## config.mk

```make
export PLATFORM = sky130hd
export DESIGN_NAME = pll_lock_sequencer_flat
export DESIGN_NICKNAME = d
export VERILOG_FILES = /design/src/rtl/pll_lock_sequencer_if.sv /design/src/rtl/pll_lock_sequencer.sv /design/src/flat_wrapper.sv
export SDC_FILE = /design/constraint.sdc
export NUM_CORES = 1
export LEC_CHECK = 0
export ABC_AREA = 1
export CAP_MARGIN = 20
export CORE_MARGIN = 2
export CORE_UTILIZATION = 40
export CTS_CLUSTER_SIZE = 8
export DETAILED_ROUTE_END_ITERATION = 10
export PLACE_DENSITY = 0.72
export SETUP_SLACK_MARGIN = 0.02
export SLEW_MARGIN = 20
export SYNTH_ARGS = -nofsm -noshare
export SYNTH_HDL_FRONTEND = slang
export SYNTH_SLANG_ARGS = --single-unit
```

## constraint.sdc

```tcl
create_clock -name clk16 -period 1.54 [get_ports clk16]
set_input_delay 0.231 -clock clk16 [delete_from_list [all_inputs] [get_ports clk16]]
set_output_delay 0.231 -clock clk16 [all_outputs]
set_load 0.05 [all_outputs]
```

## src/rtl/pll_lock_sequencer_if.sv

```systemverilog
// PLL control/status bundle between the lock sequencer and its environment.
// The slave side is the sequencer; the master side drives the PLL status.
interface pll_lock_sequencer_if;
    logic       pll_lock;
    logic       relock_req;
    logic       pll_resetb;
    logic       sys_rst;
    logic       locked;
    logic       lock_timeout;
    logic [7:0] lock_lost_count;

    modport master (
        output pll_lock,
        output relock_req,
        input  pll_resetb,
        input  sys_rst,
        input  locked,
        input  lock_timeout,
        input  lock_lost_count
    );

    modport slave (
        input  pll_lock,
        input  relock_req,
        output pll_resetb,
        output sys_rst,
        output locked,
        output lock_timeout,
        output lock_lost_count
    );
endinterface

```

## src/rtl/pll_lock_sequencer.sv

```systemverilog
// PLL reset/lock sequencer running on the free-running clk16 reference.
// Define PLL_SEQ_TIMEOUT_EN to retry the PLL when lock never arrives.
module pll_lock_sequencer #(
    parameter int unsigned RESET_CYCLES  = 16,
    parameter int unsigned STABLE_CYCLES = 256,
    parameter int unsigned LOCK_TIMEOUT  = 65535
) (
    input  logic                 clk16,
    input  logic                 rst_n,
    pll_lock_sequencer_if.slave  bus
);

    typedef enum logic [1:0] {
        RESET_PLL,
        WAIT_LOCK,
        STABLE,
        RUN
    } state_t;

    localparam logic [15:0] RST_LAST = 16'(RESET_CYCLES - 1);
    // The WAIT_LOCK cycle that sees lock_s counts as the first stable cycle.
    localparam logic [15:0] STB_LAST =
        (STABLE_CYCLES > 1) ? 16'(STABLE_CYCLES - 2) : 16'd0;

    if (RESET_CYCLES < 1 || RESET_CYCLES > 255 ||
        STABLE_CYCLES < 1 || STABLE_CYCLES > 65535 ||
        LOCK_TIMEOUT < 1 || LOCK_TIMEOUT > 65535) begin : g_bad_cfg
        $error("pll_lock_sequencer: parameter out of range");
    end

    state_t      state;
    state_t      next_state;
    logic [15:0] cnt;
    logic        sync_q;
    logic        lock_s;
    logic        timeout_hit;

    logic        pll_resetb_q;
    logic        sys_rst_q;
    logic        locked_q;
    logic        lock_timeout_q;
    logic [7:0]  lost_q;

    logic        pll_resetb_d;
    logic        sys_rst_d;
    logic        locked_d;
    logic        lock_timeout_d;
    logic [7:0]  lost_d;

    always_ff @(posedge clk16 or negedge rst_n) begin
        if (!rst_n) begin
            sync_q <= 1'b0;
            lock_s <= 1'b0;
        end else begin
            sync_q <= bus.pll_lock;
            lock_s <= sync_q;
        end
    end

`ifdef PLL_SEQ_TIMEOUT_EN
    localparam logic [15:0] TO_LAST = 16'(LOCK_TIMEOUT - 1);
    assign timeout_hit = (state == WAIT_LOCK) && !lock_s && (cnt == TO_LAST);
`else
    assign timeout_hit = 1'b0;
`endif

    always_ff @(posedge clk16 or negedge rst_n) begin
        if (!rst_n) begin
            state <= RESET_PLL;
            cnt   <= '0;
        end else begin
            state <= next_state;
            if (next_state != state) begin
                cnt <= '0;
            end else if (cnt != 16'hFFFF) begin
                cnt <= cnt + 16'd1;
            end
        end
    end

    always_comb begin
        next_state = state;
        unique case (state)
            RESET_PLL: begin
                if (cnt == RST_LAST) next_state = WAIT_LOCK;
            end
            WAIT_LOCK: begin
                if (bus.relock_req) next_state = RESET_PLL;
                else if (lock_s) next_state = (STABLE_CYCLES == 1) ? RUN : STABLE;
                else if (timeout_hit) next_state = RESET_PLL;
            end
            STABLE: begin
                if (bus.relock_req) next_state = RESET_PLL;
                else if (!lock_s) next_state = WAIT_LOCK;
                else if (cnt == STB_LAST) next_state = RUN;
            end
            RUN: begin
                if (bus.relock_req || !lock_s) next_state = RESET_PLL;
            end
            default: next_state = RESET_PLL;
        endcase
    end

    // Outputs are decoded from next_state so they switch on the entry edge.
    always_comb begin
        pll_resetb_d   = (next_state != RESET_PLL);
        sys_rst_d      = (next_state != RUN);
        locked_d       = (next_state == RUN);
        lost_d         = lost_q;
        lock_timeout_d = lock_timeout_q;
        if (state == RUN && !lock_s && lost_q != 8'hFF) begin
            lost_d = lost_q + 8'd1;
        end
        if (timeout_hit) begin
            lock_timeout_d = 1'b1;
        end
        if (next_state == RUN && state != RUN) begin
            lock_timeout_d = 1'b0;
        end
    end

    always_ff @(posedge clk16 or negedge rst_n) begin
        if (!rst_n) begin
            pll_resetb_q   <= 1'b0;
            sys_rst_q      <= 1'b1;
            locked_q       <= 1'b0;
            lock_timeout_q <= 1'b0;
            lost_q         <= 8'd0;
        end else begin
            pll_resetb_q   <= pll_resetb_d;
            sys_rst_q      <= sys_rst_d;
            locked_q       <= locked_d;
            lock_timeout_q <= lock_timeout_d;
            lost_q         <= lost_d;
        end
    end

    assign bus.pll_resetb      = pll_resetb_q;
    assign bus.sys_rst         = sys_rst_q;
    assign bus.locked          = locked_q;
    assign bus.lock_timeout    = lock_timeout_q;
    assign bus.lock_lost_count = lost_q;

endmodule

```

## src/flat_wrapper.sv

```systemverilog
// flat-port wrapper written by rule: the top's interface ports become plain ports
module pll_lock_sequencer_flat 
#(
    parameter int unsigned RESET_CYCLES  = 16,
    parameter int unsigned STABLE_CYCLES = 256,
    parameter int unsigned LOCK_TIMEOUT  = 65535
)
  (clk16, rst_n, bus_pll_lock, bus_relock_req, bus_pll_resetb, bus_sys_rst, bus_locked, bus_lock_timeout, bus_lock_lost_count);
  pll_lock_sequencer_if bus_i ();
  input  logic clk16;
  input  logic rst_n;
  input wire logic [$bits(bus_i.pll_lock)-1:0] bus_pll_lock;
  input wire logic [$bits(bus_i.relock_req)-1:0] bus_relock_req;
  output wire logic [$bits(bus_i.pll_resetb)-1:0] bus_pll_resetb;
  output wire logic [$bits(bus_i.sys_rst)-1:0] bus_sys_rst;
  output wire logic [$bits(bus_i.locked)-1:0] bus_locked;
  output wire logic [$bits(bus_i.lock_timeout)-1:0] bus_lock_timeout;
  output wire logic [$bits(bus_i.lock_lost_count)-1:0] bus_lock_lost_count;
  assign bus_i.pll_lock = bus_pll_lock;
  assign bus_i.relock_req = bus_relock_req;
  assign bus_pll_resetb = bus_i.pll_resetb;
  assign bus_sys_rst = bus_i.sys_rst;
  assign bus_locked = bus_i.locked;
  assign bus_lock_timeout = bus_i.lock_timeout;
  assign bus_lock_lost_count = bus_i.lock_lost_count;
  pll_lock_sequencer #(.RESET_CYCLES(RESET_CYCLES), .STABLE_CYCLES(STABLE_CYCLES), .LOCK_TIMEOUT(LOCK_TIMEOUT)) u_core (.clk16(clk16), .rst_n(rst_n), .bus(bus_i));
endmodule
```

==> results.json <==
{
  "reg2reg_from": "u_core.cnt[0]",
  "gp_congestion": 0.815,
  "io_pins": 16,
  "detail_route.wl_per_cell_um": 12.2,
  "synth-edff-count": 0,
  "leakage_nw": 1.04,
  "post-route-min-period_ps": 1550,
  "cp-start-kind": "flop",
  "yosys-top-cells-area": "dfrtp_1, nand2_1, nor2_1",
  "critPathRequiredTime_ps": 1720,
  "fp.coreArea_um2": 4030,
  "die_area_um2": 4780,
  "ys_ff_latch": 31,
  "rsz0062_at_grt": "true",
  "path_class": "reg -> reg",
  "post-place-ws_ps": -36.0,
  "htree_levels": 2,
  "grt_pass1_wl_um": 5690,
  "yosysTopAreaCellShare": 0.442,
  "utilization": 0.589,
  "antenna_found_initial": 0,
  "drtPass1Iterations": 5,
  "clockBufferDepth": 2,
  "critical_path_arrival_ps": 1730,
  "clock.fmax_mhz": 646,
  "seqCellArea_um2": 783,
  "drtAntennaViolNets": 0,
  "cap_violations": 0,
  "worstHoldPathType": "in -> async",
  "holdBufCountCts": 0,
  "wirelength_um": 3630,
  "hpwl_um": 2400,
  "grt_max_degree": 32,
  "drive_above_1_share": 0.382,
  "cts_root_buffer": "clkbuf_8",
  "clkTransAtPathRegs_ps": 70,
  "nNetsFinal": 255,
  "rr_worst_depth": 8,
  "grt-ovfl-total": 0,
  "r2r_slack_ps": -7,
  "slowest_delay_ps": 370,
  "grt_pass1_vias": 1306,
  "synth_flop_cell": "dfrtp_1",
  "final-hold-violation-count": 0,
  "setup_slack_ps": -7.46,
  "cp-end-kind": "flop",
  "clock_sinks": 31,
  "r2r-end": "u_core.cnt[2]",
  "syn_area_um2": 1700,
  "path_buf_inv": 1,
  "ys_seq_area_frac": 0.458,
  "peakVddDrop_v": 0.000703,
  "port_buffers": 14,
  "p_total_mw": 2.61,
  "synth_top_area_cell": "dfrtp_1",
  "cellPowerDensity_nw_per_um2": 1100,
  "crit_chain": "ha_2 > inv_2 > nor2_4 > nand2_2 > o21ai_4 > nand3_4 > nand2_8 > nor2_1",
  "cts_tree": "yes",
  "cts_buffers": 5,
  "worst_clock_skew_ps": 6.18,
  "syn_inst": 205,
  "yosysUniqueCellTypes": 30,
  "routed-via-count": 1444,
  "areaGrowthSynthToFinish_pct": 39.6,
  "setup_violations": 3,
  "drc": 0,
  "startpoint": "u_core.cnt[0]",
  "min_period_over_period": 1.00,
  "mappedNetlistNets": 212,
  "cp_max_fo": 8,
  "slowest_stage": "dfrtp_1",
  "dieHeight_um": 69.2,
  "yosysWarnings": 0,
  "antenna_cells": 0,
  "cp_top_family": "simple AND/OR/NAND/NOR gates",
  "outcome": "finished with violations",
  "violations": "negative setup slack",
  "initial_core_util": 0.421,
  "routed_via_density": 4.83,
  "multi_input_area_um2": 972,
  "dieWidth_um": 69.2,
  "fill_cells": 348,
  "drt-initial-drc-count": 108,
  "slew_viol_final": 0,
  "syn_avg_cell_area_um2": 8.28,
  "async_reset_ff_frac": 1.00,
  "rows": 23,
  "worstSkewPairLatency_ps": 290,
  "grt_usage": 0.149
}
-- cell families after synthesis --
kind of cell / after synthesis / synth area share
other: 1 / 0.00221
adders and majority gates: 3 / 0.0221
DFF: 31 / 0.458
AOI/OAI and AO/OA: 16 / 0.0545
xor gates and xnor gates: 11 / 0.0567
buffers and inverters: 30 / 0.0730
and+or+nand+nor: 112 / 0.327
muxes: 1 / 0.00663
-- per-layer routing --
layer  routed length, um  part of all wire  GRT usage
met5                   0                 0          0
met4                  57             0.016     0.0588
met3                 122             0.034     0.0395
met2                1800              0.50      0.233
met1                1650              0.45      0.196
-- worst max path at each step --
stage	end	slack [ps]	depth (start not counted)
after floorplan	u_core.bus.lock_lost_count[7]	-60	9
after global placement	u_core.cnt[14]	10	9
after detailed placement	u_core.cnt[14]	-40	9
after CTS	u_core.cnt[5]	20	8
after global routing	u_core.cnt[5]	-130	9
final	u_core.cnt[2]	-7	8
-- per-stage QoR --
step / instances / setup TNS [ps] / hold slack [ps] / instance area [um^2]
floorplan: 205 / -137 / -64.6 / 1700
global placement: 285 / 0 / 334 / 2070
detailed placement: 285 / -344 / 342 / 2070
CTS: 294 / 0 / 357 / 2180
global route: 299 / -1520 / 365 / 2370
finish: 299 / -17.4 / 341 / 2370
-- area by class of cell --
| type | count | area share |
|---|---|---|
| multi-input cells | 145 | 0.410 |
| flip-flops and latches | 31 | 0.330 |
| repair buffers | 37 | 0.152 |
| inverters | 28 | 0.0454 |
| clock buffers | 6 | 0.0306 |
| well taps | 50 | 0.0264 |
| clock inverters | 2 | 0.00528 |
-- report_power, final --
group          leakage (nW)  internal, mW  switching, mW  total [mW]
Sequential            0.409         0.918         0.0800       0.998
Combinational         0.589         0.367          0.633        1.00
Clock                0.0412         0.315          0.299       0.614
Total                  1.04          1.60           1.01        2.61
-- cells in the final DEF, fill, tap and decap left out, types with 2 or more instances in the layout --
master	n
buf_12	6
buf_4	28
clkbuf_8	5
clkdlybuf4s50_1	3
dfrtp_1	25
dfrtp_2	5
inv_1	25
inv_2	2
nand2_1	35
nand2_2	6
nand2_8	2
nand3_1	11
nand3_2	3
nand4_1	5
nor2_1	23
nor2_2	8
nor2_4	15
o21ai_0	8
o21ai_2	2
o21ai_4	2
xnor2_1	2
xor2_1	8
-- sequential cells by signal, summed over array words and instances (netlist names) --
name / count
u_core.bus.locked: 1
u_core.bus.sys_rst: 1
u_core.sync_q: 1
u_core.cnt: 16
u_core.state: 2
u_core.lock_s: 1
u_core.bus.lock_lost_count: 8
u_core.bus.pll_resetb: 1
-- cells in the mapped netlist, types with 2 or more instances --
master   count
nand4_1      5
xor2_1       8
nor2_2       3
nand3_2      3
xnor2_1      3
ha_1         3
dfrtp_1     30
nor3_1       2
nand2_2      3
nor2_1      36
nand3_1     12
o21ai_0      9
nor2_4       7
inv_1       27
o21ai_1      2
nand2_1     38
-- timing repair --
action,CTS,global route
endpoints found under the setup margin,16,24
pin swaps,4,15
resized for setup,5,38
setup buffers,1,4
hold endpoints to repair,0,0
cloned,0,1
Power figures use the tool's default switching activity.
